===== config.mk =====
export PLATFORM = sky130hd
export DESIGN_NAME = rr_arbiter4_dec_flat
export DESIGN_NICKNAME = d
export VERILOG_FILES = /design/src/rtl/rr_arbiter4_dec_if.sv /design/src/rtl/rr_arbiter4_dec.sv /design/src/flat_wrapper.sv
export SDC_FILE = /design/constraint.sdc
export NUM_CORES = 1
export LEC_CHECK = 0
export BUFFER_PORTS_ARGS = -buffer_cell sky130_fd_sc_hd__clkbuf_2
export CORE_MARGIN = 2
export CORE_UTILIZATION = 40
export DETAILED_ROUTE_END_ITERATION = 8
export GPL_TIMING_DRIVEN = 0
export SYNTH_ARGS = -nofsm -noshare
export SYNTH_HDL_FRONTEND = slang
export SYNTH_SLANG_ARGS = --single-unit

===== constraint.sdc =====
create_clock -name clk -period 3.9 [get_ports clk]
set_input_delay 0.585 -clock clk [delete_from_list [all_inputs] [get_ports clk]]
set_output_delay 0.585 -clock clk [all_outputs]
set_load 0.01 [all_outputs]

===== src/rtl/rr_arbiter4_dec_if.sv =====
// Bundle of request/grant signals between four requesters and the round-robin arbiter.
// Handshake: a requester holds req[i]=1 until it sees gnt[i]=1, and keeps it high while it
// wants to keep the resource. The owner pulses done for one cycle to hand the resource back.
// gnt is one-hot or zero and is never asserted in the cycle right after another grant ends.
interface rr_arbiter4_dec_if;
  logic [3:0] req;
  logic       done;
  logic [3:0] gnt;
  logic [1:0] gnt_idx;
  logic       gnt_valid;
  logic       timeout;
  logic       busy;
  logic [1:0] state_dbg;
  logic [1:0] ptr_dbg;

  modport master (
    output req, done,
    input  gnt, gnt_idx, gnt_valid, timeout, busy, state_dbg, ptr_dbg
  );

  modport slave (
    input  req, done,
    output gnt, gnt_idx, gnt_valid, timeout, busy, state_dbg, ptr_dbg
  );
endinterface


===== src/rtl/rr_arbiter4_dec.sv =====
// Four-way round-robin arbiter with bounded hold time and a forced dead cycle between grants.
// The one-hot grant is a 2-to-4 decode of the registered winner index, enabled by gnt_valid.
module rr_arbiter4_dec #(
  parameter int MAX_HOLD = 8
) (
  input logic              clk,
  input logic              rst_n,
  rr_arbiter4_dec_if.slave bus
);

  localparam int CW = $clog2(MAX_HOLD);
  localparam logic [CW-1:0] LAST = CW'(MAX_HOLD - 1);

  typedef enum logic [1:0] {
    IDLE  = 2'd0,
    GRANT = 2'd1,
    GAP   = 2'd2
  } state_t;

  state_t        state_q, state_d;
  logic [1:0]    ptr_q, ptr_d;
  logic [CW-1:0] count_q, count_d;
  logic [1:0]    idx_q, idx_d;
  logic          valid_q, valid_d;
  logic          timeout_q, timeout_d;
  logic          busy_q, busy_d;

  logic [1:0]    winner;
  logic          any_req;
  logic          rel_done, rel_drop, rel_limit;

  // Scan from ptr upward; iterating in reverse leaves the nearest requester as the winner.
  function automatic logic [1:0] pick(input logic [3:0] r, input logic [1:0] p);
    logic [1:0] idx;
    pick = p;
    for (int k = 3; k >= 0; k--) begin
      idx = p + 2'(k);
      if (r[idx]) pick = idx;
    end
  endfunction

  assign any_req   = |bus.req;
  assign winner    = pick(bus.req, ptr_q);
  assign rel_done  = bus.done;
  assign rel_drop  = ~bus.req[idx_q];
  assign rel_limit = (count_q == LAST);

  always_ff @(posedge clk or negedge rst_n) begin
    if (!rst_n) begin
      state_q   <= IDLE;
      ptr_q     <= 2'd0;
      count_q   <= '0;
      idx_q     <= 2'd0;
      valid_q   <= 1'b0;
      timeout_q <= 1'b0;
      busy_q    <= 1'b0;
    end else begin
      state_q   <= state_d;
      ptr_q     <= ptr_d;
      count_q   <= count_d;
      idx_q     <= idx_d;
      valid_q   <= valid_d;
      timeout_q <= timeout_d;
      busy_q    <= busy_d;
    end
  end

  always_comb begin
    state_d   = state_q;
    ptr_d     = ptr_q;
    count_d   = count_q;
    idx_d     = idx_q;
    valid_d   = 1'b0;
    timeout_d = 1'b0;
    unique case (state_q)
      IDLE: begin
        if (any_req) begin
          state_d = GRANT;
          idx_d   = winner;
          valid_d = 1'b1;
          count_d = '0;
        end
      end
      GRANT: begin
        valid_d = 1'b1;
        count_d = count_q + 1'b1;
        if (rel_done || rel_drop || rel_limit) begin
          state_d   = GAP;
          valid_d   = 1'b0;
          ptr_d     = idx_q + 2'd1;
          // A limit release that coincides with done or a dropped request is not a timeout.
          timeout_d = rel_limit && !rel_done && !rel_drop;
        end
      end
      GAP: begin
        // ptr_q already points past the previous owner here.
        if (any_req) begin
          state_d = GRANT;
          idx_d   = winner;
          valid_d = 1'b1;
          count_d = '0;
        end else begin
          state_d = IDLE;
        end
      end
      default: begin
        state_d = IDLE;
      end
    endcase
    busy_d = (state_d != IDLE);
  end

  // Decoder gated by the registered enable, so reset clears gnt without a clock edge.
  always_comb begin
    bus.gnt = 4'b0000;
    if (valid_q) begin
      unique case (idx_q)
        2'd0: bus.gnt = 4'b0001;
        2'd1: bus.gnt = 4'b0010;
        2'd2: bus.gnt = 4'b0100;
        2'd3: bus.gnt = 4'b1000;
        default: bus.gnt = 4'b0000;
      endcase
    end
  end

  assign bus.gnt_idx   = idx_q;
  assign bus.gnt_valid = valid_q;
  assign bus.timeout   = timeout_q;
  assign bus.busy      = busy_q;
  assign bus.state_dbg = state_q;
  assign bus.ptr_dbg   = ptr_q;

endmodule


===== src/flat_wrapper.sv =====
// flat-port wrapper written by rule: the top's interface ports become plain ports
module rr_arbiter4_dec_flat 
#(
  parameter int MAX_HOLD = 8
)
  (clk, rst_n, bus_req, bus_done, bus_gnt, bus_gnt_idx, bus_gnt_valid, bus_timeout, bus_busy, bus_state_dbg, bus_ptr_dbg);
  rr_arbiter4_dec_if bus_i ();
  input logic clk;
  input logic rst_n;
  input wire logic [$bits(bus_i.req)-1:0] bus_req;
  input wire logic [$bits(bus_i.done)-1:0] bus_done;
  output wire logic [$bits(bus_i.gnt)-1:0] bus_gnt;
  output wire logic [$bits(bus_i.gnt_idx)-1:0] bus_gnt_idx;
  output wire logic [$bits(bus_i.gnt_valid)-1:0] bus_gnt_valid;
  output wire logic [$bits(bus_i.timeout)-1:0] bus_timeout;
  output wire logic [$bits(bus_i.busy)-1:0] bus_busy;
  output wire logic [$bits(bus_i.state_dbg)-1:0] bus_state_dbg;
  output wire logic [$bits(bus_i.ptr_dbg)-1:0] bus_ptr_dbg;
  assign bus_i.req = bus_req;
  assign bus_i.done = bus_done;
  assign bus_gnt = bus_i.gnt;
  assign bus_gnt_idx = bus_i.gnt_idx;
  assign bus_gnt_valid = bus_i.gnt_valid;
  assign bus_timeout = bus_i.timeout;
  assign bus_busy = bus_i.busy;
  assign bus_state_dbg = bus_i.state_dbg;
  assign bus_ptr_dbg = bus_i.ptr_dbg;
  rr_arbiter4_dec #(.MAX_HOLD(MAX_HOLD)) u_core (.clk(clk), .rst_n(rst_n), .bus(bus_i));
endmodule

==> results of run 1 <==
## worst max-delay path, delay by kind of cell (launching register included)
kind,cells,cell delay [ns]
fa+ha+maj,1,0.21
buf+inv,2,0.25
flops,1,0.46
simple gates,1,0.15
## metrics by stage
stage          cell area (sq um)  instances  hold WS (ns)  power [W]
6_report                   835.8        108        0.1887  0.0006004
5_1_grt                    835.8        108        0.2006  0.0006668
4_1_cts                    835.8        108        0.1970  0.0006071
3_5_place_dp               813.3        105        0.4870  0.0005340
3_3_place_gp               813.3        105        0.4827  0.0005309
2_1_floorplan              696.9         69        0.2894  0.0004257
## layer usage
layer	GRT usage	up-vias	wire length, um
li1	-	296	-
met1	0.2323	266	662
met2	0.2169	15	598
met3	0.03571	2	68
met4	0.08571	0	18
met5	0	-	0
## path summary, 6_finish.rpt
path	start	end	slack (ns)	depth (start not counted)
max in group asynchronous	rst_n	u_core.bus.gnt_idx[0]	3.49	1
hold reg to reg	u_core.count_q[0]	u_core.count_q[0]	0.51	1
hold / removal	rst_n	u_core.count_q[2]	0.19	1
min in group clk	u_core.count_q[0]	u_core.count_q[0]	0.51	1
setup / recovery	u_core.bus.gnt_idx[0]	bus_gnt[0]	1.98	4
setup reg to reg	u_core.bus.gnt_idx[1]	u_core.bus.ptr_dbg[1]	2.20	3
## synthesized netlist by cell type
cell	count
inv_1	4
nor2_1	5
nor2b_1	4
nand2_1	6
mux2_1	1
mux4_2	1
nor3b_1	2
dfrtp_1	12
a2111oi_0	1
nand2b_1	2
o31ai_1	4
nor3_1	1
a21oi_1	1
nor4_1	1
and2_1	4
a211oi_1	2
mux2i_1	1
a21oi_2	1
a32o_1	1
or2_2	1
o211ai_1	1
o21ai_0	6
ha_1	6
mux2_2	1
## power by group through the flow
stage | logic, W | clock network [W] | registers, W
after floorplan | 0.000174 | 0 | 0.000252
after global placement | 0.000284 | 0 | 0.000247
after detailed placement | 0.000287 | 0 | 0.000247
after CTS | 0.000287 | 0.0000748 | 0.000245
after global routing | 0.000329 | 0.0000834 | 0.000254
final | 0.000283 | 0.0000725 | 0.000245
## state kept, by name, summed over array words and instances, names as in the netlist
name,count
u_core.bus.gnt_valid,1
u_core.bus.state_dbg,2
u_core.bus.ptr_dbg,2
u_core.count_q,3
u_core.bus.busy,1
u_core.bus.gnt_idx,2
u_core.bus.timeout,1
## layout make-up
cell class                 count  area (sq um)  area share
inverter                       4         15.01     0.01796
clock buffer                   3         22.52     0.02695
tap                           17         21.27     0.02545
sequential                    12         300.3      0.3593
timing repair buffer          19         95.09      0.1138
multi-input combinational     53         381.6      0.4566
## cells by family (layout without fill, tap and decap cells)
family	Yosys count	count (layout)	share of synthesized area
mux	4	4	0.07899
buf+inv	4	26	0.02154
simple gates	26	26	0.1957
fa+ha+maj	6	6	0.1077
flops	12	12	0.4309
compound gates	17	17	0.1652
==> flow_metrics.env, run 1 <==
export IMPL_antenna_found_initial=0
export IMPL_drv_cap=0
export IMPL_area_growth_syn_to_layout_pct=19.93
export IMPL_cpMaxStageDelayCell="dfrtp_1"
export IMPL_drt_iter0_markers=16
export IMPL_pwr_share_comb=0.471
export IMPL_cts_resized=0
export IMPL_grt_pass1_vias=496
export IMPL_start_util=0.4126
export IMPL_synth_area_leader_cell="dfrtp_1"
export IMPL_syn_inst=69
export IMPL_ant_nets=0
export IMPL_yosysUniqueCellTypes=24
export IMPL_fin_worst_skew_ns=0.0004087
export IMPL_cts_tree="done"
export IMPL_ys_seq_elements=12
export IMPL_switching_share=0.4226
export IMPL_die_x_um=45.74
export IMPL_layout_common_cells="clkbuf_2, dfrtp_1, nand2_1, o21ai_0, ha_1"
export IMPL_drc_errors=0
export IMPL_synth_fp_nets=82
export IMPL_path_class="reg -> out"
export IMPL_fmax_mhz=520.2
export IMPL_final_common_cell="clkbuf_2"
export IMPL_cellLeakagePower_nw=0.4066
export IMPL_cts_max_level=1
export IMPL_final_nets=106
export IMPL_power_frac_seq=0.409
export IMPL_cts_root_buf="clkbuf_4"
export IMPL_dieArea_sq_um=2092
export IMPL_yosys_warnings=0
export IMPL_slew_headroom=0.6263
export IMPL_period_share=0.4929
export IMPL_hold_path_class="in -> async"
export IMPL_max_vdd_ir_drop_uv=268.4
export IMPL_drt_pass1_iterations=4
export IMPL_nFillCells=160
export IMPL_clkSlewWorstSetupHoldPaths_ns=0.07
export IMPL_worstPathRequired_ns=3.31
export IMPL_diodes=0
export IMPL_worstMarginPinSlew_ns=0.5555
export IMPL_worst_path_largest_cell_delay_ns=0.46
export IMPL_die_height_um=45.74
export IMPL_p_switching_w=0.0002537
export IMPL_dp_slack_ns=2.043
export IMPL_rsz0062_at_grt="false"
export IMPL_drive_gt1_frac=0.2857
export IMPL_cts_made_buffers=3
export IMPL_io_buffers=19
export IMPL_fin_crit_ns=1.922
export IMPL_grt_max_degree=13
export IMPL_hpwlAfterDp_um=1070
export IMPL_avgSynthCellArea_sq_um=10.10
export IMPL_syn_area_sq_um=696.9
export IMPL_fp_row_count=15
export IMPL_start_kind="flip-flop"
export IMPL_hold_viol=0
export IMPL_final_util=0.4948
export IMPL_clkPwrFrac=0.121
export IMPL_holdBufCountCts=0
export IMPL_synth_area_top_cells="dfrtp_1, ha_1, o21ai_0"
export IMPL_clock_latency_ns=0.26
export IMPL_status="finished clean"
export IMPL_core_area_sq_um=1689
export IMPL_worstPathArrival_ns=1.34
export IMPL_crit_fanout=6
export IMPL_crit_path_end_kind="output port"
export IMPL_routabilityCongestion=0.8451
export IMPL_cts_sinks=12
export IMPL_cts_setup_buffers=0
export IMPL_routedWlPerCell_um=12.48
export IMPL_tns_ns=0
export IMPL_finalMaxSlewViolations=0
export IMPL_via_per_inst=5.361
export IMPL_grt_overflow=0
export IMPL_grt_usage=0.1591
export IMPL_grt_pass1_wl_um=2270
export IMPL_clk_path_buf_depth=2
export IMPL_internal_power_w=0.0003466
export IMPL_ys_seq_area_frac=0.4309
export IMPL_power_density_nw_per_um2=718.3
export IMPL_setup_violations=0
export IMPL_setup_slack_ns=1.978
export IMPL_synthDominantCellAreaShare=0.4309
export IMPL_io_pin_count=20
export IMPL_cp_cell_sequence="inv_1 -> ha_1 -> and2_1 -> clkbuf_2"
export IMPL_routed_wl_um=1348
export IMPL_num_vias=579
Power figures use the tool's default switching activity.
==> inputs of run 2 (changes only) <==
- PLACE_DENSITY: default -> 0.67
- clock period: 3.9 -> 1.6 ns (I/O delays scaled with it)
==> run 2 against run 1 <==
  * Combinational power grew to 2.8 times the previous value
  * Die area unchanged
  * Final cell count grew 4.6%
  * Power grew to 2.7 times the previous value
  * Critical path type is now reg -> reg
  * Wire length increased by 7.5%
  * Register-to-register slack got worse by 2.2 ns
==> flow_metrics.env, run 2 (synthesis results as in run 1) <==
export IMPL_routabilityCongestion=0.7713
export IMPL_cts_root_buf="clkbuf_4"
export IMPL_routedWlPerCell_um=12.82
export IMPL_fin_worst_skew_ns=0.0006599
export IMPL_drc_errors=0
export IMPL_fin_crit_ns=1.551
export IMPL_grt_pass1_vias=523
export IMPL_final_common_cell="clkbuf_2"
export IMPL_io_pin_count=20
export IMPL_num_vias=610
export IMPL_core_area_sq_um=1689
export IMPL_die_x_um=45.74
export IMPL_dpl_cell_count=105
export IMPL_final_util=0.5296
export IMPL_drive_gt1_frac=0.3542
export IMPL_worstPathArrival_ns=1.71
export IMPL_routed_wl_um=1449
export IMPL_layout_common_cells="clkbuf_2, dfrtp_1, nand2_1, o21ai_0, ha_1"
export IMPL_final_nets=110
export IMPL_path_class="reg -> reg"
export IMPL_worstPathRequired_ns=1.76
export IMPL_drt_iter0_markers=20
export IMPL_max_vdd_ir_drop_uv=977.9
export IMPL_drv_cap=0
export IMPL_worstMarginPinSlew_ns=0.6436
export IMPL_drt_pass1_iterations=4
export IMPL_finalMaxSlewViolations=0
export IMPL_largest_register_ffs=3
export IMPL_power_density_nw_per_um2=1824
export IMPL_slew_headroom=0.5670
export IMPL_status="finished clean"
export IMPL_crit_fanout=3
export IMPL_power_frac_seq=0.361
export IMPL_hold_viol=0
export IMPL_top_register="u_core.count_q"
export IMPL_hpwlAfterDp_um=1073
export IMPL_crit_path_end_kind="flip-flop"
export IMPL_grt_pass1_wl_um=2263
export IMPL_via_per_inst=5.398
export IMPL_pwr_share_comb=0.490
export IMPL_clkPwrFrac=0.149
export IMPL_grt_usage=0.1557
export IMPL_start_util=0.4126
export IMPL_cts_max_level=1
export IMPL_switching_share=0.4122
export IMPL_setup_violations=0
export IMPL_dieArea_sq_um=2092
export IMPL_diodes=0
export IMPL_internal_power_w=0.0009592
export IMPL_instances_no_fill=113
export IMPL_cts_sinks=12
export IMPL_cts_made_buffers=3
export IMPL_start_kind="flip-flop"
export IMPL_io_buffers=19
export IMPL_antenna_found_initial=0
export IMPL_fmax_mhz=644.6
export IMPL_cts_tree="done"
export IMPL_clock_latency_ns=0.27
export IMPL_clkSlewWorstSetupHoldPaths_ns=0.08
export IMPL_area_growth_syn_to_layout_pct=28.37
export IMPL_hold_path_class="in -> reg"
export IMPL_period_share=0.9696
export IMPL_clk_path_buf_depth=2
export IMPL_die_height_um=45.74
export IMPL_p_switching_w=0.0006728
export IMPL_grt_max_degree=13
export IMPL_ant_nets=0
export IMPL_fp_row_count=15
export IMPL_rsz0062_at_grt="false"
export IMPL_grt_overflow=0
export IMPL_reg2reg_setup_slack_ns=0.05
export IMPL_cellLeakagePower_nw=0.4313
==> run 2: cell types whose count changed in the layout (fill, tap and decap cells not counted), sizes merged <==
cell	previous run	this run
clkbuf	22	23
dlygate4sd3	0	1
buf	0	3
==> run 2: worst paths after layout <==
kind                                       startpoint                      end  cells after the start
max in group asynchronous                       rst_n    u_core.bus.gnt_idx[0]                      2
worst min register to register      u_core.count_q[0]        u_core.count_q[0]                      1
worst max register to register  u_core.bus.gnt_idx[1]    u_core.bus.ptr_dbg[1]                      3
worst max-delay path            u_core.bus.gnt_idx[1]    u_core.bus.ptr_dbg[1]                      3
min in group asynchronous                       rst_n  u_core.bus.state_dbg[1]                      2
worst min-delay path                         bus_done       u_core.bus.timeout                      2
==> run 2: area by class of cell <==
class                      count  area (sq um)
fill                         162         794.5
sequential                    12         302.8
inverter                       4         15.01
timing repair buffer          23         127.6
clock buffer                   4         36.28
tap                           17         21.27
multi-input combinational     53         391.6
==> run 2: what timing repair did <==
item                       in CTS  in global routing
buffers inserted                3                  0
setup endpoints to repair       1                  4
hold buffers                    1                  0
resized for setup               0                  4
pin swaps                       0                  1
hold endpoints to repair       12                  0
==> run 2: routing by layer <==
metal / track usage / vias to the layer above / wire length, um
li1: - / 305 / -
met1: 0.1935 / 289 / 664
met2: 0.2648 / 14 / 707
met3: 0.03571 / 2 / 60
met4: 0.05143 / 0 / 16
met5: 0 / - / 0
==> run 2: stage by stage <==
stage | total power, W | cell area, sq um | TNS (ns) | hold slack [ns] | worst slack, ns
after CTS | 0.001620 | 883.3 | 0 | 0.1877 | 0.01017
final | 0.001632 | 894.6 | 0 | 0.2031 | 0.04862
after global routing | 0.001788 | 894.6 | 0 | 0.1863 | 0.001855
after global placement | 0.001296 | 814.5 | -0.04527 | 0.1362 | -0.04527
after floorplan | 0.001040 | 698.2 | 0 | -0.05559 | 0.01999
after detailed placement | 0.001317 | 814.5 | -0.05716 | 0.1409 | -0.05716
==> run 2: worst max-delay path, cell delays in order (launching register included) <==
cell and delay (ns):
dfrtp_2 0.40, mux4_2 0.55, a21oi_4 0.16, mux2_1 0.33
==> run 2: power by group through the flow <==
stage          combinational, W  clock [W]  sequential [W]
4_1_cts                0.000785   0.000248        0.000586
3_3_place_gp           0.000692          0        0.000604
5_1_grt                0.000906   0.000273        0.000609
6_report               0.000799   0.000244        0.000589
2_1_floorplan          0.000423          0        0.000617
3_5_place_dp           0.000708          0        0.000610
==> inputs of run 3 (changes only) <==
- CAP_MARGIN: default -> 15
- PLACE_DENSITY: 0.67 -> 0.77
- SETUP_SLACK_MARGIN: default -> 0.4
==> run 3 against run 2 <==
  * Non-clock buffer count is 5 higher
  * Hold slack better by 0.036 ns
  * Power is 30% higher
  * Via count is 9.5% higher
  * Die area stayed put
  * Setup slack worse by 0.044 ns
  * Register-to-register slack worse by 0.04 ns
  * Wire length is 28% higher
  * Fmax is 2.7% lower
  * Final area is 22% higher
  * Critical path depth stayed put
  * Global-route usage is 1.7 points higher
  * Critical endpoint unchanged
  * Highest routed layer unchanged
==> flow_metrics.env, run 3 (synthesis results as in run 1) <==
export IMPL_drive_gt1_frac=0.5446
export IMPL_final_nets=115
export IMPL_io_pin_count=20
export IMPL_fin_crit_ns=1.595
export IMPL_worstPathRequired_ns=1.76
export IMPL_clk_path_buf_depth=2
export IMPL_reg2reg_setup_slack_ns=0.005
export IMPL_drt_iter0_markers=13
export IMPL_grt_max_degree=13
export IMPL_routabilityCongestion=0.7533
export IMPL_layout_common_cells="clkbuf_2, dfrtp_1, buf_6"
export IMPL_final_common_cell="clkbuf_2"
export IMPL_r2r_end="u_core.bus.ptr_dbg[1]"
export IMPL_nFillCells=129
export IMPL_routed_wl_um=1860
export IMPL_hpwlAfterDp_um=1128
export IMPL_dp_slack_ns=-0.07219
export IMPL_cellLeakagePower_nw=0.4844
export IMPL_area_growth_syn_to_layout_pct=56.73
export IMPL_cts_made_buffers=3
export IMPL_path_class="reg -> reg"
export IMPL_period_share=0.9969
export IMPL_drt_pass1_iterations=4
export IMPL_finalMaxSlewViolations=0
export IMPL_worstPathArrival_ns=1.76
export IMPL_grt_pass1_wl_um=2566
export IMPL_drc_errors=0
export IMPL_setup_violations=0
export IMPL_fin_worst_skew_ns=0.008543
export IMPL_status="finished clean"
export IMPL_p_total_w=0.002123
export IMPL_reg2reg_from="u_core.bus.gnt_idx[1]"
export IMPL_crit_fanout=2
export IMPL_max_vdd_ir_drop_uv=848.5
export IMPL_hold_viol=0
export IMPL_die_height_um=45.74
export IMPL_clock_latency_ns=0.27
export IMPL_worstMarginPinSlew_ns=0.3994
export IMPL_critPathLaunch="u_core.bus.gnt_idx[1]"
export IMPL_routedWlPerCell_um=15.76
export IMPL_diodes=0
export IMPL_core_area_sq_um=1689
export IMPL_rr_worst_depth=3
export IMPL_grt_pass1_vias=606
export IMPL_grt_overflow=0
export IMPL_drv_cap=0
export IMPL_placed_area_sq_um=819.5
export IMPL_crit_path_end_kind="flip-flop"
export IMPL_antenna_found_initial=0
export IMPL_io_buffers=19
export IMPL_grt_usage=0.1728
export IMPL_rsz0062_at_grt="true"
export IMPL_cts_tree="done"
export IMPL_power_density_nw_per_um2=1944
export IMPL_cts_max_level=1
export IMPL_ant_nets=0
export IMPL_setup_slack_ns=0.005034
export IMPL_critPathCapture="u_core.bus.ptr_dbg[1]"
export IMPL_finish_instance_area_sq_um=1092
export IMPL_largest_register_ffs=3
export IMPL_fp_row_count=15
export IMPL_start_kind="flip-flop"
export IMPL_slew_headroom=0.7315
export IMPL_via_per_inst=5.661
export IMPL_hold_path_class="in -> reg"
export IMPL_final_util=0.6467
export IMPL_dieArea_sq_um=2092
export IMPL_clkSlewWorstSetupHoldPaths_ns=0.09
export IMPL_fmax_mhz=627.0
export IMPL_die_x_um=45.74
export IMPL_cts_sinks=12
export IMPL_cts_root_buf="clkbuf_4"
export IMPL_top_register="u_core.count_q"
export IMPL_start_util=0.4126
export IMPL_num_vias=668
## run 3: routing by layer
layer	up-vias	track usage	wire, um	share of wire
met4	0	0.05143	54	0.029
met5	-	0	0	0
met2	22	0.3155	1019	0.55
met3	6	0.02381	55	0.030
met1	323	0.2079	730	0.39
li1	317	-	-	-
## run 3: final cells by class
| class | count | area (sq um) | area share |
|---|---|---|---|
| Inverter | 4 | 25.02 | 0.02291 |
| Tap cell | 17 | 21.27 | 0.01947 |
| Timing Repair Buffer | 28 | 222.7 | 0.2039 |
| Sequential cell | 12 | 304.0 | 0.2784 |
| Clock buffer | 4 | 36.28 | 0.03322 |
| Multi-Input combinational cell | 53 | 483.0 | 0.4422 |
## run 3: critical path, stage by stage, from the launching register on
cell and delay (ns):
dfrtp_2 0.41, mux4_2 0.57, a21oi_4 0.19, mux2_4 0.31
## run 3: worst min path at each step
stage | start | end | slack (ns) | cells after the start
global placement | rst_n | u_core.count_q[1] | 0.13 | 1
floorplan | rst_n | u_core.bus.busy | -0.06 | 0
CTS | bus_done | u_core.bus.timeout | 0.20 | 2
detailed placement | rst_n | u_core.count_q[1] | 0.14 | 1
finish | bus_done | u_core.bus.timeout | 0.24 | 2
global route | bus_done | u_core.bus.timeout | 0.24 | 2
## run 3: stage by stage
stage,instances,hold WS [ns],setup TNS [ns]
4_1_cts,115,0.2035,0
3_5_place_dp,105,0.1352,-0.07219
6_report,118,0.2387,0
2_1_floorplan,69,-0.05559,0
3_3_place_gp,105,0.1342,-0.01088
5_1_grt,118,0.2374,-0.03422
## run 3: power by group
group / total [W] / leakage [nW] / switching (W) / internal, W
Clock: 0.000245 / 0.0210 / 0.000107 / 0.000138
Sequential: 0.000622 / 0.145 / 0.000178 / 0.000444
Combinational: 0.00126 / 0.318 / 0.000578 / 0.000678
Total: 0.00212 / 0.484 / 0.000863 / 0.00126
## run 3: timing repair
action                                  CTS  global route
hold endpoints to repair                 12             0
endpoints found under the setup margin   11            19
resized for setup                        21            21
setup buffers                             5             3
cloned                                    0             0
pin swaps                                 3             2
hold buffers                              1             0
